[src/rtl/led_chaser_pkg.sv]
// Shared mode codes and seed/period helpers for the LED chaser.
// Imported by the chaser top and its prescaler.
package led_chaser_pkg;

    localparam logic [2:0] MODE_SHIFT1   = 3'b000;
    localparam logic [2:0] MODE_FILL     = 3'b001;
    localparam logic [2:0] MODE_CONVERGE = 3'b010;
    localparam logic [2:0] MODE_BOUNCE   = 3'b011;
    localparam logic [2:0] MODE_COUNT    = 3'b100;

    // Modes whose seed is a single lit MSB; every other mode seeds zero.
    function automatic logic seed_msb(input logic [2:0] m);
        return (m == MODE_SHIFT1) || (m == MODE_BOUNCE);
    endfunction

    // Codes above COUNT are reserved and hold q at zero.
    function automatic logic mode_legal(input logic [2:0] m);
        return m <= MODE_COUNT;
    endfunction

    // Ticks per full sequence period for an n-LED chain.
    function automatic longint unsigned period_ticks(
        input logic [2:0] m,
        input int unsigned n
    );
        unique case (m)
            MODE_SHIFT1:   return longint'(n);
            MODE_FILL:     return longint'(n + 1);
            MODE_CONVERGE: return longint'(n / 2 + 1);
            MODE_BOUNCE:   return longint'(2 * n - 2);
            MODE_COUNT:    return 64'd1 << n;
            default:       return 64'd0;
        endcase
    endfunction

endpackage

[src/rtl/led_chaser_param_tick.sv]
// Prescaler: pulses tick once every DIV enabled cycles.
// clr restarts the count from zero.
module led_tick_gen
    import led_chaser_pkg::*;
#(
    parameter int DIV = 1
) (
    input  logic clk,
    input  logic reset,
    input  logic clr,
    input  logic en,
    output logic tick
);

    localparam int W = (DIV > 1) ? $clog2(DIV) : 1;
    localparam logic [W-1:0] LAST = W'(DIV - 1);

    logic [W-1:0] cnt;

    assign tick = en && (cnt == LAST);

    // Count enabled cycles, folding back to zero on the tick.
    always_ff @(posedge clk) begin
        if (reset || clr) begin
            cnt <= '0;
        end else if (en) begin
            if (cnt == LAST) begin
                cnt <= '0;
            end else begin
                cnt <= cnt + 1'b1;
            end
        end
    end

endmodule

[src/rtl/led_chaser_param.sv]
// Parameterised LED chaser: five patterns stepped by a prescaler.
// Pattern registers and next-state logic live here.
module led_chaser_param
    import led_chaser_pkg::*;
#(
    parameter int N   = 6,
    parameter int DIV = 1
) (
    input  logic         clk,
    input  logic         reset,
    input  logic [2:0]   mode,
    input  logic         hold,
    input  logic         dir,
    output logic [N-1:0] q,
    output logic         step,
    output logic         wrap
);

    localparam int H = N / 2;

    logic [2:0]   mode_r;
    logic         bdir;
    logic         reload;
    logic         tick;
    logic [N-1:0] q_seed;
    logic [N-1:0] q_nxt;
    logic         bdir_nxt;
    logic         wrap_nxt;
    logic         legal;

    assign reload = (mode != mode_r);
    assign q_seed = seed_msb(mode) ? {1'b1, {(N-1){1'b0}}} : '0;

    led_tick_gen #(
        .DIV (DIV)
    ) u_tick (
        .clk   (clk),
        .reset (reset),
        .clr   (reload && !hold),
        .en    (!hold && !reload),
        .tick  (tick)
    );

    // Next pattern for the registered mode; bdir=1 means moving up.
    always_comb begin
        q_nxt    = '0;
        bdir_nxt = bdir;
        wrap_nxt = 1'b0;
        legal    = mode_legal(mode_r);
        unique case (mode_r)
            MODE_SHIFT1: begin
                if (dir) begin
                    q_nxt    = {q[N-2:0], q[N-1]};
                    wrap_nxt = q[N-1];
                end else begin
                    q_nxt    = {q[0], q[N-1:1]};
                    wrap_nxt = q[0];
                end
            end
            MODE_FILL: begin
                if (&q) begin
                    q_nxt    = '0;
                    wrap_nxt = 1'b1;
                end else if (dir) begin
                    q_nxt = {q[N-2:0], 1'b1};
                end else begin
                    q_nxt = {1'b1, q[N-1:1]};
                end
            end
            MODE_CONVERGE: begin
                if (&q) begin
                    q_nxt    = '0;
                    wrap_nxt = 1'b1;
                end else begin
                    q_nxt = {1'b1, q[N-1:H+1], q[H-2:0], 1'b1};
                end
            end
            MODE_BOUNCE: begin
                if (bdir) begin
                    q_nxt = {q[N-2:0], 1'b0};
                    if (q_nxt[N-1]) begin
                        bdir_nxt = 1'b0;
                        wrap_nxt = 1'b1;
                    end
                end else begin
                    q_nxt = {1'b0, q[N-1:1]};
                    if (q_nxt[0]) begin
                        bdir_nxt = 1'b1;
                    end
                end
            end
            MODE_COUNT: begin
                if (dir) begin
                    q_nxt    = q + 1'b1;
                    wrap_nxt = &q;
                end else begin
                    q_nxt    = q - 1'b1;
                    wrap_nxt = (q == '0);
                end
            end
            default: begin
                q_nxt = '0;
            end
        endcase
    end

    // Pattern state: reset > hold > mode reload > tick.
    always_ff @(posedge clk) begin
        if (reset) begin
            q      <= q_seed;
            mode_r <= mode;
            bdir   <= 1'b0;
            step   <= 1'b0;
            wrap   <= 1'b0;
        end else if (hold) begin
            step <= 1'b0;
            wrap <= 1'b0;
        end else if (reload) begin
            q      <= q_seed;
            mode_r <= mode;
            bdir   <= 1'b0;
            step   <= 1'b0;
            wrap   <= 1'b0;
        end else if (tick) begin
            q    <= q_nxt;
            bdir <= bdir_nxt;
            step <= legal;
            wrap <= legal && wrap_nxt;
        end else begin
            step <= 1'b0;
            wrap <= 1'b0;
        end
    end

endmodule

[config.mk]
export PLATFORM = sky130hd
export DESIGN_NAME = led_chaser_param
export DESIGN_NICKNAME = d
export VERILOG_FILES = /design/src/rtl/led_chaser_pkg.sv /design/src/rtl/led_chaser_param_tick.sv /design/src/rtl/led_chaser_param.sv
export SDC_FILE = /design/constraint.sdc
export NUM_CORES = 1
export LEC_CHECK = 0
export CAP_MARGIN = 20
export CORE_MARGIN = 2
export CORE_UTILIZATION = 56
export CTS_BUF_LIST = sky130_fd_sc_hd__clkbuf_4
export DETAILED_ROUTE_END_ITERATION = 10
export HOLD_SLACK_MARGIN = 0.08
export PLACE_DENSITY = 0.81
export SLEW_MARGIN = 10
export SYNTH_ARGS = -nofsm -noshare
export SYNTH_HDL_FRONTEND = slang
export SYNTH_SLANG_ARGS = --single-unit
[constraint.sdc]
create_clock -name clk -period 2.35 [get_ports clk]
set_input_delay 0.3525 -clock clk [delete_from_list [all_inputs] [get_ports clk]]
set_output_delay 0.3525 -clock clk [all_outputs]
set_load 0.005 [all_outputs]
==> results.ini <==
[status]
run_status=finished, final reports clean

[sta]
hold_fails_final_rpt=0
max_clock_freq_mhz=453
slew_headroom_pct=49.4
fin_skew_ns=0.00622
crit_share_post_route_pct=94.0
worst_pin_slew_ns=0.759
number_of_pins_exceeding_their_max_slew_limit_in_the_final_report=0
finalWorstPathRequiredPeriod_ns=2.21
unrepaired_setup_endpoints_after_global_routing=false
final-setup-viol-count=0

[critical_path]
crit_path_max_fanout=7
nature_of_the_critical_path_endpoint=flip-flop
critical_path.startpoint_type=primary input
critPathArrivalTime_ns=2.23
critical_path_required_ns=2.37
timing_worst_setup_path_type=primary input to flip-flop

[logic_synthesis]
synth_flop_cell=sky130_fd_sc_hd__edfxtp_1
post_synth_num_cell_types=46
synth.yosys.warnings=0
synthCells=126
number_of_enable_flip_flop_cells_after_synthesis=9
ys_seq_elements=12
mappedNetlistArea_mm2=0.00110
synth.largest_area_cell=sky130_fd_sc_hd__edfxtp_1
synth_seq_area_share_pct=30.1
asyncSetResetFlopFracSynth_pct=0
syn-num-nets=140
netlist_top_cells_area=sky130_fd_sc_hd__edfxtp_1 (25%), sky130_fd_sc_hd__ha_1 (6.8%), sky130_fd_sc_hd__a21oi_1 (5.5%), sky130_fd_sc_hd__dfxtp_1 (5.5%), sky130_fd_sc_hd__nand2_1 (3.4%)
synth_top_area_share_pct=24.6
avgSynthCellArea_um2=8.71

[global_route]
global_route.overflow_total=0
grt_max_degree=24
global_route.usage.total_pct=26.0
antenna_violations_before_repair=0
grt_pass1_wl_mm=4.19
number_of_global_route_vias_before_repair=939

[placed_design]
gp_congestion=0.868
post_dp_cell_area_mm2=0.00128
post_dp_hpwl_mm=2.01
number_of_port_buffers=14
placedCellCount=166

[power_and_ir_drop]
internal-power_uw=404
static-leakage-power_nw=0.470
power.density_mw_per_mm2=454
share_seq_of_total_power_pct=45.6
power.share.combinational_pct=29.4
fin_total_pwr_uw=595
share_of_total_power_consumed_by_net_switching_pct=32.1
power.clock.fraction_pct=25.0
net-switching-power_uw=191
worst_ir_drop_vdd_uv=335

[job]
cap_viol_max_count=0

[floorplan]
die-width_um=48.3
start_util_pct=57.7
core_area_mm2=0.00190
die_h_um=48.3
die-area_mm2=0.00233
design.portCount=15
placement_rows=16

[clocking]
clkLatencyLatePin_ns=0.28
cts.repair.resized=0
path_clk_slew_ns=0.08
cts_buffer_depth=2
clock_buffer_count_from_cts=3
clock_sink_count=12
cts.htree.levels=1
hold_buffers_post_cts=0
tritoncts=done
postCtsSetupRepairBufs=0
cts_root_buffer=sky130_fd_sc_hd__clkbuf_4

[cells_and_area]
post-route-cell-area_mm2=0.00131
finalNetCount=158
layout.area.seq_um2=330
finalNonFillerCells=170
fill_cells=153
layout_cell_share_with_drive_strength_beyond_1_pct=14.0
area.growth.synth_to_final_pct=19.5
multiInputGateArea_um2=706
insertedDiodeCount=0

[detailed_routing]
routed_via_density=6.42
initialDrtViolationCount=80
wirelength_mm=2.70
drtAntennaViolNets=0
avgRoutedWirePerCell_um=15.9
total_via_count_after_detailed_routing=1092
drc=0
drt_first_pass_iters=6

[hold_path]
hp_class=flip-flop to flip-flop

-- final timing paths --
path	startpoint	end	slack, ns	cells after the start
worst min-delay path	bdir$_SDFFE_PP0P_	bdir$_SDFFE_PP0P_	0.57	2
worst min register to register	bdir$_SDFFE_PP0P_	bdir$_SDFFE_PP0P_	0.57	2
worst max register to register	q[1]$_SDFFCE_PP0P_	q[5]$_DFFE_PP_	0.29	8
worst max-delay path	dir	q[5]$_DFFE_PP_	0.14	9
-- Yosys cell counts, types with 3 or more instances --
library cell               count
sky130_fd_sc_hd__a211oi_1      4
sky130_fd_sc_hd__a21oi_1      12
sky130_fd_sc_hd__a31oi_1       3
sky130_fd_sc_hd__buf_2         5
sky130_fd_sc_hd__dfxtp_1       3
sky130_fd_sc_hd__edfxtp_1      9
sky130_fd_sc_hd__ha_1          6
sky130_fd_sc_hd__inv_1         5
sky130_fd_sc_hd__nand2_1      10
sky130_fd_sc_hd__nor2_1        8
sky130_fd_sc_hd__nor2b_1       4
sky130_fd_sc_hd__o21ai_0       3
sky130_fd_sc_hd__o21ai_1       4
sky130_fd_sc_hd__xnor2_1       4
sky130_fd_sc_hd__xor2_1        4
-- critical path, cell delays in order --
cell,delay [ns]
sky130_fd_sc_hd__clkdlybuf4s50_1,0.48
sky130_fd_sc_hd__inv_1,0.14
sky130_fd_sc_hd__ha_1,0.35
sky130_fd_sc_hd__a21o_1,0.16
sky130_fd_sc_hd__a21oi_1,0.12
sky130_fd_sc_hd__o21ai_1,0.09
sky130_fd_sc_hd__xnor2_1,0.16
sky130_fd_sc_hd__a211oi_2,0.27
sky130_fd_sc_hd__o22ai_1,0.12
-- state kept, by name, summed over array words and instances (netlist names) --
register,count
bdir,1
mode_r,3
q,6
step,1
wrap,1
-- cells in the final DEF (no fill, tap or decap), drive strengths merged, types with 4 or more instances in the layout --
| cell | count |
|---|---|
| clkdlybuf4s50 | 14 |
| a21oi | 12 |
| nand2 | 10 |
| edfxtp | 9 |
| nor2 | 9 |
| inv | 7 |
| o21ai | 7 |
| ha | 6 |
| buf | 6 |
| nor3 | 5 |
| nor2b | 4 |
| xnor2 | 4 |
| xor2 | 4 |
| clkbuf | 4 |
| a211oi | 4 |
-- logic make-up (layout without fill, tap and decap cells) --
kind of cell	Yosys count	after routing	synth area share [%]
compound gates	41	41	24.6
xor+xnor	8	8	6.38
fa+ha+maj	7	7	8.67
buf+inv	14	31	6.04
flops	12	12	30.1
mux	2	2	1.94
simple gates	42	42	22.2
-- power groups by stage --
stage	logic, mW	clock network [mW]	registers [mW]
final	0.175	0.149	0.271
after global routing	0.194	0.162	0.273
after CTS	0.172	0.149	0.270
after detailed placement	0.171	0	0.275
after global placement	0.166	0	0.274
after floorplan	0.127	0	0.257
-- layout make-up --
class	instances	share of cell area (%)
Timing Repair Buffer	20	14.1
Sequential cell	12	25.2
Inverter	7	2.00
Tap cell	27	2.58
Clock buffer	4	2.29
Multi-Input combinational cell	100	53.8
-- layer usage --
layer  share of wire, %  vias up  track usage, %  wire length (µm)
met5                  0        -               0                 0
met4                2.7        0            10.8                72
met3                7.2       14            6.30               193
met2                 50       71            42.4              1340
met1                 40      499            32.8              1090
li1                   -      508               -                 -
-- metrics by stage --
step | util [%] | hold slack, ns | worst slack [ns] | TNS (ns)
2_1_floorplan | - | 0.422 | 0.323 | 0
3_3_place_gp | 67.1 | 0.551 | -0.196 | -0.216
3_5_place_dp | 67.1 | 0.545 | -0.215 | -0.299
4_1_cts | 68.7 | 0.563 | 0.0787 | 0
5_1_grt | 68.9 | 0.601 | 0.0342 | 0
6_report | 68.9 | 0.572 | 0.140 | 0
Power figures use the tool's default switching activity.
